File: config.mk
export PLATFORM = sky130hd
export DESIGN_NAME = elevator_request_scheduler
export DESIGN_NICKNAME = d
export VERILOG_FILES = /design/src/rtl/elevator_pkg.sv /design/src/rtl/elevator_scan_picker.sv /design/src/rtl/elevator_request_scheduler.sv
export SDC_FILE = /design/constraint.sdc
export NUM_CORES = 1
export LEC_CHECK = 0
export CORE_AREA = 2 2 61 63
export CTS_CLUSTER_DIAMETER = 200
export CTS_CLUSTER_SIZE = 10
export DETAILED_ROUTE_END_ITERATION = 10
export DIE_AREA = 0 0 63 65
export PLACE_DENSITY = 0.71
export SYNTH_ARGS = -nofsm -noshare
export SYNTH_HDL_FRONTEND = slang
export SYNTH_SLANG_ARGS = --single-unit
File: constraint.sdc
create_clock -name i_sch_clock -period 2.1 [get_ports i_sch_clock]
set_input_delay 0.63 -clock i_sch_clock [delete_from_list [all_inputs] [get_ports i_sch_clock]]
set_output_delay 0.63 -clock i_sch_clock [all_outputs]
set_load 0.1 [all_outputs]
File: src/rtl/elevator_pkg.sv
// rtl/elevator_pkg.sv - shared state encoding and size defaults for the elevator request scheduler
package elevator_pkg;

  localparam int DEF_N_FLOORS = 8;
  localparam int DEF_FLOOR_W  = $clog2(DEF_N_FLOORS);

  typedef enum logic [1:0] {
    ST_IDLE   = 2'd0,
    ST_OFFER  = 2'd1,
    ST_TRAVEL = 2'd2
  } sch_state_e;

endpackage

File: src/rtl/elevator_scan_picker.sv
// rtl/elevator_scan_picker.sv - combinational SCAN target selection from a pending-floor bitmap
module elevator_scan_picker
  import elevator_pkg::*;
#(
  parameter int N_FLOORS = DEF_N_FLOORS,
  parameter int FLOOR_W  = DEF_FLOOR_W
) (
  input  logic [N_FLOORS-1:0] pending_i,
  input  logic [FLOOR_W-1:0]  cur_floor_i,
  input  logic                dir_up_i,
  output logic [FLOOR_W-1:0]  pick_floor_o,
  output logic                pick_dir_up_o,
  output logic                pick_valid_o
);

  logic               at_cur;
  logic               above_found;
  logic               below_found;
  logic [FLOOR_W-1:0] above_idx;
  logic [FLOOR_W-1:0] below_idx;

  // Descending scan leaves the lowest floor above; ascending scan leaves the highest floor below.
  always_comb begin
    at_cur      = 1'b0;
    above_found = 1'b0;
    below_found = 1'b0;
    above_idx   = '0;
    below_idx   = '0;
    for (int i = N_FLOORS - 1; i >= 0; i--) begin
      if (pending_i[i] && (FLOOR_W'(i) > cur_floor_i)) begin
        above_found = 1'b1;
        above_idx   = FLOOR_W'(i);
      end
    end
    for (int i = 0; i < N_FLOORS; i++) begin
      if (pending_i[i] && (FLOOR_W'(i) < cur_floor_i)) begin
        below_found = 1'b1;
        below_idx   = FLOOR_W'(i);
      end
      if (pending_i[i] && (FLOOR_W'(i) == cur_floor_i)) begin
        at_cur = 1'b1;
      end
    end
  end

  always_comb begin
    pick_valid_o  = |pending_i;
    pick_floor_o  = cur_floor_i;
    pick_dir_up_o = dir_up_i;
    if (!at_cur) begin
      if (dir_up_i) begin
        pick_floor_o  = above_found ? above_idx : below_idx;
        pick_dir_up_o = above_found;
      end else begin
        pick_floor_o  = below_found ? below_idx : above_idx;
        pick_dir_up_o = !below_found;
      end
    end
  end

endmodule

File: src/rtl/elevator_request_scheduler.sv
// rtl/elevator_request_scheduler.sv - pending-call register, SCAN offer FSM and target handshake
// Optional fire-service homing is built when ELEVATOR_SCHED_HOME_EN is defined.
module elevator_request_scheduler
  import elevator_pkg::*;
#(
  parameter int N_FLOORS = DEF_N_FLOORS,
  parameter int FLOOR_W  = DEF_FLOOR_W
) (
  input  logic                i_sch_clock,
  input  logic                i_sch_reset,
  input  logic [N_FLOORS-1:0] i_sch_req,
  input  logic [FLOOR_W-1:0]  i_sch_cur_floor,
  input  logic                i_sch_arrived,
  input  logic                i_sch_alarm,
  input  logic                i_sch_tgt_ready,
`ifdef ELEVATOR_SCHED_HOME_EN
  input  logic                i_sch_fire,
`endif
  output logic                o_sch_tgt_valid,
  output logic [FLOOR_W-1:0]  o_sch_tgt_floor,
  output logic                o_sch_dir_up,
  output logic [N_FLOORS-1:0] o_sch_pending
);

  sch_state_e          state_q;
  logic                tgt_valid_q;
  logic [FLOOR_W-1:0]  tgt_floor_q;
  logic                dir_up_q;
  logic [N_FLOORS-1:0] pending_q;
  logic [N_FLOORS-1:0] pending_d;
  logic [N_FLOORS-1:0] clr;
  logic [N_FLOORS-1:0] pending_eff;
  logic [FLOOR_W-1:0]  pick_floor;
  logic                pick_dir_up;
  logic                pick_valid;
`ifdef ELEVATOR_SCHED_HOME_EN
  logic                home_done_q;
`endif

  assign clr         = i_sch_arrived ? (N_FLOORS'(1) << i_sch_cur_floor) : '0;
  assign pending_eff = pending_q & ~clr;

  always_comb begin
    pending_d = (pending_q | i_sch_req) & ~clr;
`ifdef ELEVATOR_SCHED_HOME_EN
    if (i_sch_fire) pending_d = '0;
`endif
  end

  elevator_scan_picker #(
    .N_FLOORS (N_FLOORS),
    .FLOOR_W  (FLOOR_W)
  ) u_picker (
    .pending_i     (pending_eff),
    .cur_floor_i   (i_sch_cur_floor),
    .dir_up_i      (dir_up_q),
    .pick_floor_o  (pick_floor),
    .pick_dir_up_o (pick_dir_up),
    .pick_valid_o  (pick_valid)
  );

  always_ff @(posedge i_sch_clock or posedge i_sch_reset) begin
    if (i_sch_reset) begin
      state_q     <= ST_IDLE;
      tgt_valid_q <= 1'b0;
      tgt_floor_q <= '0;
      dir_up_q    <= 1'b1;
      pending_q   <= '0;
`ifdef ELEVATOR_SCHED_HOME_EN
      home_done_q <= 1'b0;
`endif
    end else begin
      pending_q <= pending_d;
      case (state_q)
        ST_IDLE: begin
`ifdef ELEVATOR_SCHED_HOME_EN
          if (i_sch_fire) begin
            if (!home_done_q) begin
              tgt_floor_q <= '0;
              tgt_valid_q <= 1'b1;
              home_done_q <= 1'b1;
              state_q     <= ST_OFFER;
            end
          end else
`endif
          if (pick_valid && !i_sch_alarm) begin
            tgt_floor_q <= pick_floor;
            dir_up_q    <= pick_dir_up;
            tgt_valid_q <= 1'b1;
            state_q     <= ST_OFFER;
          end
        end
        ST_OFFER: begin
          if (i_sch_tgt_ready) begin
            tgt_valid_q <= 1'b0;
            state_q     <= ST_TRAVEL;
          end
        end
        ST_TRAVEL: begin
          if (i_sch_arrived && (i_sch_cur_floor == tgt_floor_q)) state_q <= ST_IDLE;
        end
        default: begin
          tgt_valid_q <= 1'b0;
          state_q     <= ST_IDLE;
        end
      endcase
`ifdef ELEVATOR_SCHED_HOME_EN
      // Fire service pins the direction down and re-arms homing once it is released.
      if (i_sch_fire) dir_up_q <= 1'b0;
      else            home_done_q <= 1'b0;
`endif
    end
  end

  assign o_sch_tgt_valid = tgt_valid_q;
  assign o_sch_tgt_floor = tgt_floor_q;
  assign o_sch_dir_up    = dir_up_q;
  assign o_sch_pending   = pending_q;

endmodule
==> results_dict.tcl <==
set metrics [dict create \
    status "finished, violations left" \
    violations "setup timing" \
    yosysMostFrequentCell "dfrtp_1" \
    path_cells "buf_8 -> buf_6 -> buf_6 -> nor4bb_4 -> o21ai_1 -> a22oi_2 -> a2111o_1 -> nor2b_2 -> mux2_4" \
    dr.pass1.iters 4 \
    critPathKind "in2reg" \
    clock_path_buffers 2 \
    ys_ff_latch 15 \
    drive_gt1_frac 0.417 \
    synth_edf_count 0 \
    synth_simple_gate_area_frac 0.232 \
    critPathSlowestCell "a2111o_1" \
    hpwlAfterDp_um 3100 \
    timing.slew.headroom 0.620 \
    cts.sinks 15 \
    synthMuxAreaShare 0.0543 \
    drv_cap 0 \
    die_w_um 63 \
    critical_path_arrival_ns 2.39 \
    hold_path_class "reg2reg" \
    post-route-period-util 1.03 \
    reg2regPathDepth 6 \
    ioPinCount 29 \
    yosys-top-cells-area "dfrtp_1 27%, buf_6 5.1%, o22a_1 4.7%" \
    leakage_nw 0.902 \
    worstSkewPairLatency_ns 0.29 \
    port_buffers 28 \
    synthTopCellsByCount "14 x dfrtp_1, 11 x nand2_1, 11 x nor2_1" \
    num-fill-cells 307 \
    globalRouteOverflowTotal 0 \
    worst_path_largest_cell_delay_ns 0.51 \
    synth.avg_cell_area_sq_um 8.88 \
    dieArea_sq_mm 0.00410 \
    grt_usage 0.230 \
    grt_max_degree 16 \
    netlist_area_sq_mm 0.00131 \
    drt-initial-drc-count 83 \
    area_growth_pct 60.7 \
    gp_congestion 0.943 \
    multi_input_area_sq_um 866 \
    antenna_left 0 \
    grt_pass1_wl_um 7510 \
    synth-xor-area-share 0.0200 \
    r2r-start "o_sch_pending[5]" \
    ys_async_sr_fraction 1.00 \
    max_freq_ghz 0.462 \
    core_area_sq_mm 0.00350 \
    ys.warnings.count 0 \
    num-nets-final 221 \
    drc_errors 0 \
    routed_via_density 5.90 \
    reg2reg_to "o_sch_tgt_floor[0]" \
    grt_antenna_before_repair 0 \
    hold_slack_ns 0.514 \
    wl_um 4610 \
    cts_made_buffers 3 \
    postCtsHoldBufs 0 \
    initial_core_util 0.376 \
    fin_ws_ns -0.0668 \
    min_path_cells 1 \
    rsz0062_at_grt "true" \
    cp_common_cell "buf_6" \
    ys_types 54 \
    slew_viol_final 0 \
    critPathCaptureType "flop" \
    final_core_util 0.604 \
    cts_tree "done" \
    clk_pin_slew_ns 0.10 \
    min_from "state_q[1]" \
    syn_nets 164 \
    finClkSkew_ns 0.00810 \
    min_to "state_q[0]" \
    worstMarginPinSlew_ns 0.569 \
    avgRoutedWirePerCell_um 18.3 \
    antenna_cells 0 \
    period_minus_slack_ns 2.17 \
    first_global_vias 1541 \
    synth_area_leader_cell "dfrtp_1" \
    path_max_fanout 6 \
    synth-compound-area-share 0.298 \
    vias 1487 \
    critPathBufInv 3 \
    synth_top_family_by_area "compound AO/OA/AOI/OAI gates" \
    seqCellArea_sq_um 399 \
    reg2reg_slack_ns 0.10 \
    synthCells 148 \
    final-setup-viol-count 2 \
    critical_path.top_delay_family "compound AO/OA/AOI/OAI gates" \
    root_buffer "clkbuf_4" \
    synthFlopType "dfrtp_1" \
    fp.dieH_um 65 \
    htreeDepth 1 \
    yosysSeqAreaShare 0.287 \
    ir_worst_vdd_mv 0.936 \
    timing.final.hold_violations 0 \
    startpoint_type "input port" \
    yosysTopAreaCellShare 0.267 \
    critPathRequiredTime_ns 2.32 \
    yosys.area_share.adder 0 \
    final.setup.tns_ns -0.0683 \
    rows 22 \
    p_per_area_mw_per_mm2 837 \
    power_mw 1.77 \
]
## sequential cells by signal (all words and copies together) (netlist names)
signal,flops
o_sch_pending,8
o_sch_tgt_floor,3
o_sch_dir_up,1
state_q,2
o_sch_tgt_valid,1
## layer usage
metal  part of all wire  global-route usage
met3              0.072              0.0521
met5                  0                   0
met4              0.029              0.0667
met1               0.39               0.282
met2               0.51               0.403
## metrics by stage
step	cells	area [sq um]	setup slack (ns)
2_1_floorplan	148	1360	-0.0658
3_3_place_gp	241	1930	-0.654
4_1_cts	250	2040	0.00368
6_report	252	2110	-0.0668
3_5_place_dp	241	1930	-0.738
5_1_grt	252	2110	-0.144
## power breakdown
| part | internal (mW) | switching (mW) | leakage [nW] |
|---|---|---|---|
| combinational | 0.474 | 0.626 | 0.726 |
| clock | 0.0709 | 0.0995 | 0.0177 |
| sequential | 0.369 | 0.128 | 0.158 |
| total | 0.914 | 0.853 | 0.902 |
## cell usage in the layout (no fill, tap or decap), drive strengths merged, types with 4 or more instances in the layout
| cell | n |
|---|---|
| a21oi | 9 |
| o22a | 7 |
| dfrtp | 14 |
| clkdlybuf4s50 | 11 |
| nor2 | 11 |
| nand2 | 12 |
| or3 | 4 |
| mux2i | 6 |
| o21ai | 9 |
| buf | 54 |
| a31oi | 4 |
| nor2b | 4 |
| inv | 5 |
## what timing repair did
action / CTS / global route
cloned: 2 / 0
endpoints found under the setup margin: 5 / 4
resized for setup: 23 / 13
pin swaps: 6 / 7
hold endpoints to repair: 0 / 0
buffers inserted: 3 / 2
## worst max path at each step
stage / from / slack, ns / to / depth (start not counted)
after floorplan: i_sch_arrived / -0.07 / o_sch_tgt_floor[0] / 7
after global placement: i_sch_cur_floor[0] / -0.65 / o_sch_tgt_floor[0] / 8
after detailed placement: i_sch_cur_floor[0] / -0.74 / o_sch_tgt_floor[0] / 8
after CTS: i_sch_cur_floor[2] / 0.004 / o_sch_tgt_floor[0] / 8
after global routing: i_sch_cur_floor[1] / -0.14 / o_sch_dir_up / 9
final: i_sch_cur_floor[1] / -0.07 / o_sch_dir_up / 9
## area by class of cell
type / instances / share of cell area
inverter: 5 / 0.00889
tap: 48 / 0.0285
clock buffer: 3 / 0.0107
sequential: 15 / 0.189
timing repair buffer: 66 / 0.350
multi-input combinational: 114 / 0.410
clock inverter: 1 / 0.00237
## kinds of logic after synthesis
kind of cell,after synthesis
AO/OA/AOI/OAI,52
XOR/XNOR,3
multiplexers,7
AND/OR/NAND/NOR,52
flip-flops,15
buffers and inverters,19
## worst register-to-register path: cells and delay by family (launching register included)
family	cells	cell delay (ns)
DFF	1	0.54
buffers and inverters	1	0.18
muxes	1	0.14
AOI/OAI and AO/OA	4	1.02
Note: power is estimated with default switching activity, not from simulation.
